--- src/rtl/alu_seq.sv ---
// Sequential WIDTH-bit ALU with a shift-add multiplier, an accumulator and valid/ready handshakes.
// Define ALU_SAT_EN to saturate ADD, SUB and ACC instead of wrapping.
`timescale 1ns/1ps
module alu_seq #(
   parameter int WIDTH = 4
) (
   input  logic                 clk,
   input  logic                 rst,
   input  logic                 in_valid,
   output logic                 in_ready,
   input  logic [2:0]           sel,
   input  logic [WIDTH-1:0]     a,
   input  logic [WIDTH-1:0]     b,
   output logic                 out_valid,
   input  logic                 out_ready,
   output logic [2*WIDTH-1:0]   result,
   output logic                 carry,
   output logic                 greater,
   output logic                 lesser,
   output logic                 equal,
   output logic                 zero
);

   localparam int CNT_W = $clog2(WIDTH) + 1;
   localparam int RW    = 2 * WIDTH;

   typedef enum logic [1:0] {IDLE, BUSY, DONE} state_t;
   typedef enum logic [2:0] {
      OP_AND = 3'b000,
      OP_ADD = 3'b001,
      OP_SUB = 3'b010,
      OP_CMP = 3'b011,
      OP_OR  = 3'b100,
      OP_XOR = 3'b101,
      OP_MUL = 3'b110,
      OP_ACC = 3'b111
   } op_t;

   state_t             state;
   logic [WIDTH-1:0]   acc;
   logic [CNT_W-1:0]   cnt;
   logic [RW-1:0]      mcand;
   logic [WIDTH-1:0]   mplier;
   logic [RW-1:0]      prod;

   logic [WIDTH:0]     add_s;
   logic [WIDTH:0]     sub_s;
   logic [WIDTH:0]     acc_s;
   logic [WIDTH-1:0]   acc_nxt;
   logic [WIDTH-1:0]   op_res;
   logic               op_carry;
   logic [RW-1:0]      prod_nxt;
   logic               accept;

   assign in_ready = (state == IDLE) || (state == DONE && out_ready);
   assign accept   = in_valid && in_ready;

   always_comb begin
      add_s = {1'b0, a} + {1'b0, b};
      sub_s = {1'b0, a} - {1'b0, b};
      acc_s = {1'b0, acc} + {1'b0, a};
`ifdef ALU_SAT_EN
      acc_nxt = acc_s[WIDTH] ? '1 : acc_s[WIDTH-1:0];
`else
      acc_nxt = acc_s[WIDTH-1:0];
`endif
      op_res   = '0;
      op_carry = 1'b0;
      case (op_t'(sel))
         OP_AND: op_res = a & b;
         OP_ADD: begin
            op_carry = add_s[WIDTH];
`ifdef ALU_SAT_EN
            op_res = add_s[WIDTH] ? '1 : add_s[WIDTH-1:0];
`else
            op_res = add_s[WIDTH-1:0];
`endif
         end
         OP_SUB: begin
            // bit WIDTH of the extended difference is the borrow, i.e. a < b
            op_carry = sub_s[WIDTH];
`ifdef ALU_SAT_EN
            op_res = sub_s[WIDTH] ? '0 : sub_s[WIDTH-1:0];
`else
            op_res = sub_s[WIDTH-1:0];
`endif
         end
         OP_CMP: op_res = '0;
         OP_OR:  op_res = a | b;
         OP_XOR: op_res = a ^ b;
         OP_ACC: begin
            op_res   = acc_nxt;
            op_carry = acc_s[WIDTH];
         end
         default: op_res = '0;
      endcase
      prod_nxt = mplier[0] ? (prod + mcand) : prod;
   end

   always_ff @(posedge clk) begin
      if (rst) begin
         state     <= IDLE;
         out_valid <= 1'b0;
         result    <= '0;
         carry     <= 1'b0;
         greater   <= 1'b0;
         lesser    <= 1'b0;
         equal     <= 1'b0;
         zero      <= 1'b0;
         acc       <= '0;
         cnt       <= '0;
         mcand     <= '0;
         mplier    <= '0;
         prod      <= '0;
      end else begin
         case (state)
            BUSY: begin
               prod   <= prod_nxt;
               mcand  <= mcand << 1;
               mplier <= mplier >> 1;
               cnt    <= cnt - CNT_W'(1);
               if (cnt == CNT_W'(1)) begin
                  state     <= DONE;
                  out_valid <= 1'b1;
                  result    <= prod_nxt;
                  zero      <= (prod_nxt == '0);
               end
            end
            DONE: begin
               if (out_ready && !in_valid) begin
                  state     <= IDLE;
                  out_valid <= 1'b0;
               end
            end
            default: ;
         endcase

         // accept only happens from IDLE or DONE, so it never collides with the BUSY branch
         if (accept) begin
            greater <= (a > b);
            lesser  <= (a < b);
            equal   <= (a == b);
            if (op_t'(sel) == OP_MUL) begin
               state     <= BUSY;
               out_valid <= 1'b0;
               carry     <= 1'b0;
               mcand     <= {{WIDTH{1'b0}}, a};
               mplier    <= b;
               prod      <= '0;
               cnt       <= CNT_W'(WIDTH);
            end else begin
               state     <= DONE;
               out_valid <= 1'b1;
               result    <= {{WIDTH{1'b0}}, op_res};
               carry     <= op_carry;
               zero      <= (op_res == '0);
               if (op_t'(sel) == OP_ACC)
                  acc <= acc_nxt;
            end
         end
      end
   end

endmodule

--- config.mk ---
export PLATFORM = sky130hd
export DESIGN_NAME = alu_seq
export DESIGN_NICKNAME = d
export VERILOG_FILES = /design/src/rtl/alu_seq.sv
export SDC_FILE = /design/constraint.sdc
export NUM_CORES = 1
export LEC_CHECK = 0
export BUFFER_PORTS_ARGS = -buffer_cell sky130_fd_sc_hd__buf_2
export CORE_ASPECT_RATIO = 0.6
export CORE_MARGIN = 4
export CORE_UTILIZATION = 40
export DETAILED_ROUTE_END_ITERATION = 10
export HOLD_SLACK_MARGIN = 0.12
export PLACE_DENSITY = 0.6
export SYNTH_ARGS = -nofsm -noshare
export SYNTH_HDL_FRONTEND = slang
export SYNTH_SLANG_ARGS = --single-unit
--- constraint.sdc ---
create_clock -name clk -period 5.15 [get_ports clk]
set_input_delay 0.2575 -clock clk [delete_from_list [all_inputs] [get_ports clk]]
set_output_delay 0.2575 -clock clk [all_outputs]
set_load 0.01 [all_outputs]
==> results by group <==
Routing
  • Iteration-0 DRC count of the detailed router: around 190
  • Post-detailed-route count of antenna-violating nets: 0
  • DR WL/cell: 16.13 µm
  • Routed wire length: a little over 7 mm
  • Vias per Instance: 5.368
  • Total vias in the final route: 2,362
  • Remaining routing DRC violations: 0
  • First-pass iteration count of the detailed router: 4

Pwr
  • IR Drop Worst-Case VDD: 0.1447 mV
  • PwrDens: between 200 and 300 mW/mm²
  • Total chip power: about 0.8 mW
  • Static leakage: about 1.3 nW

Status
  • Run status: finished clean

Hold path
  • Hold path start: b[3]
  • Worst min-delay path category: primary input to flip-flop

Global routing
  • GRT met1 Usage: 28.54%
  • Wire length of the first global-routing pass: ~11 mm
  • Total global-route track usage: 17.65%
  • Pin count of the biggest net entering global routing: 29
  • Vias in the first global route: about 2,200
  • Initial antenna violation count: 0
  • Met3 Resource Use GR: under 10%
  • Global route overflow: 0
  • Grt met2 use: between 20% and 30%
  • Top Usage Layer GRT: met1

Worst setup path
  • CP Capture Type: flip-flop
  • CP Data Arrival Time: roughly 2.5 ns
  • Highest fanout seen on the critical path: 3
  • Setup crit start kind: flip-flop
  • Crit path largest cell delay: roughly 0.43 ns
  • Critical register-to-register path startpoint: mcand[0]
  • Crit-path slowest cell: sky130_fd_sc_hd__fa_1
  • Worst setup slack for register-to-register paths: around 2.9 ns
  • Critical path type: flip-flop to flip-flop
  • Critical path data required time: 5.36 ns
  • Cell Chain, Critical Path: ha_1 -> fa_1 -> a21o_1 -> a31oi_1 -> o211a_1 -> and4_1 -> nand4_1 -> a21oi_1
  • Startpoint of the most critical setup path: mcand[0]

Clock tree
  • Skew-Pair Late Insertion Delay: 0.28 ns
  • Root buffer selected by CTS: sky130_fd_sc_hd__clkbuf_16
  • Setup Buffers After CTS: 0
  • Number of buffers added by the clock tree synthesis step: 5
  • Clock tree from TritonCTS: done
  • Number of gates resized after cts: 0
  • Clock Sinks: 42
  • Number of H-tree levels: 2
  • Clock input transition at the sequential cells of the worst setup and hold paths: 0.06 ns
  • Maximum number of buffers from clock root to sink: 2
  • Hold-fix buffers at CTS: 0

Timing
  • Count of endpoints failing hold in the final timing report: 0
  • Setup Total Neg Slack: 0 ns
  • Post-route worst setup slack: a little under 3 ns
  • Headroom to the max-slew limit: 49.74%
  • Final setup violation count: 0
  • Worst clock skew: between 0.004 and 0.005 ns
  • RSZ-0062 raised after global routing: false
  • Final max-slew violation count: 0
  • Transition time at the pin with the least slew margin: 0.7539 ns
  • Highest clock rate: roughly 0.44 GHz
  • Fraction of the cycle the final worst path needs: ~44%
  • Minimum period implied by the final worst setup slack: 2.265 ns

Die
  • Die height: approximately 73 µm
  • Starting density of the core: 41.37%
  • Row cnt: 23
  • Die Footprint: between 0.008 and 0.009 mm²
  • IO Count: 30
  • Overall die width: 115.5 µm
  • Core footprint: roughly 0.0067 mm²

Synthesis
  • Area of the mapped netlist: approximately 0.0028 mm²
  • Most common flop cell mapped by yosys: sky130_fd_sc_hd__dfxtp_1
  • Number of enable flip-flop cells after synthesis: 0
  • Total of warnings raised by yosys: 0
  • Number of nets in the synthesized netlist: about 380
  • Yosys cell types: 54
  • Share of flip-flops with an asynchronous set or reset: 0%
  • Seq/Total Area, Yosys: between 30% and 40%
  • Flop and latch count out of synthesis: 42
  • Number of cells produced by synthesis: 334
  • Per-instance average area after synthesis: between 8 and 9 µm²

Layout
  • Highest-count cells in the layout ignoring fill and taps: 42 x sky130_fd_sc_hd__dfxtp_1, 41 x sky130_fd_sc_hd__nand2_1, 37 x sky130_fd_sc_hd__nor2_1
  • Net count, final: 396
  • Most common cell after layout, fill and taps aside: sky130_fd_sc_hd__dfxtp_1
  • Antenna diodes: 0
  • Layout overhead on the synthesized area: 11.64%
  • Final cell area excluding filler cells: between 0.003 and 0.004 mm²
  • Fraction of final layout cells with drive strength greater than 1: 14.45%

Run
  • Total of max-cap violations: 0

Place
  • Worst-case setup slack after placement: 2.901 ns
  • Final GP Congestion: 0.9088
  • Standard cell area after detailed placement: 0.002949 mm²
  • Quantity of I/O buffers inserted on ports: 29
  • Sum of net half-perimeters after detailed placement: approximately 5.4 mm
## metrics by stage
step / cells / hold WS, ns / util [%]
final: 440 / 0.2626 / 46.18
after detailed placement: 432 / 0.4519 / 43.98
after CTS: 440 / 0.2623 / 46.18
after global routing: 440 / 0.2718 / 46.18
after global placement: 432 / 0.4433 / 43.98
after floorplan: 334 / 0.3935 / -
## report_power, final
group          switching (mW)  internal (mW)  leakage [nW]  total, mW
Combinational          0.0817         0.0524         0.875      0.134
Clock                   0.123          0.192        0.0739      0.315
Sequential             0.0103          0.337         0.341      0.347
## cells in the mapped netlist, types with 3 or more instances
cell type                   n  area, µm²
sky130_fd_sc_hd__mux2i_1   11      110.1
sky130_fd_sc_hd__a211oi_1  12      90.09
sky130_fd_sc_hd__fa_1       4      80.08
sky130_fd_sc_hd__buf_2     12      60.06
sky130_fd_sc_hd__inv_1     16      60.06
sky130_fd_sc_hd__nor3_1     5      25.02
sky130_fd_sc_hd__o21ai_0   10      50.05
sky130_fd_sc_hd__a21oi_1   29      145.1
sky130_fd_sc_hd__dfxtp_1   42      840.8
sky130_fd_sc_hd__a21o_1     8      60.06
sky130_fd_sc_hd__xnor2_1    9      78.83
sky130_fd_sc_hd__a311oi_1   6      52.55
sky130_fd_sc_hd__o22ai_1    3      18.77
sky130_fd_sc_hd__nand2b_1   4      25.02
sky130_fd_sc_hd__nor2_1    37      138.9
sky130_fd_sc_hd__clkbuf_1   6      22.52
sky130_fd_sc_hd__xor2_1     4      35.03
sky130_fd_sc_hd__ha_1      25      312.8
sky130_fd_sc_hd__nand3_1   10      50.05
sky130_fd_sc_hd__nand2_1   41      153.9
## final timing paths
path,endpoint,depth (start not counted)
min,mplier[3],3
min reg2reg,carry,2
max,zero,8
max reg2reg,zero,8
## layout make-up
cell class              count  area [µm²]
well taps                  87       108.9
repair buffers             31       160.2
flip-flops and latches     42       840.8
clock buffers               7       142.6
clock inverters             1       5.005
multi-input cells         256        1779
inverters                  16       60.06
fillers                   657        3608
## sequential cells by signal (all words and copies together) (netlist names)
signal / count
mplier: 4
acc: 4
out_valid: 1
cnt: 3
carry: 1
prod: 8
result: 8
state: 1
mcand: 8
greater: 1
lesser: 1
zero: 1
equal: 1
## logic make-up (layout without fill, tap and decap cells)
kind of cell    after synthesis  after routing  share of synthesized area [%]
compound gates               88             88                          21.92
xor+xnor                     13             13                          4.105
fa+ha+maj                    29             29                          14.16
buf+inv                      36             55                          5.548
flops                        42             42                          30.31
mux                          13             13                          5.187
simple gates                113            113                          18.76
## worst max-delay path, delay by kind of cell (launching register included)
kind	cells	cell delay, ns
AO/OA/AOI/OAI	4	0.91
adder cells (fa/ha/maj)	2	0.68
AND/OR/NAND/NOR	2	0.29
flip-flops	1	0.32
## per-layer routing
layer  share of wire, %  vias to the layer above
li1                   -                     1202
met1                 54                     1076
met2                 37                       82
met3                8.6                        2
met4               0.42                        0
met5                  0                        -
No activity file was read; power rests on OpenSTA's default activity.
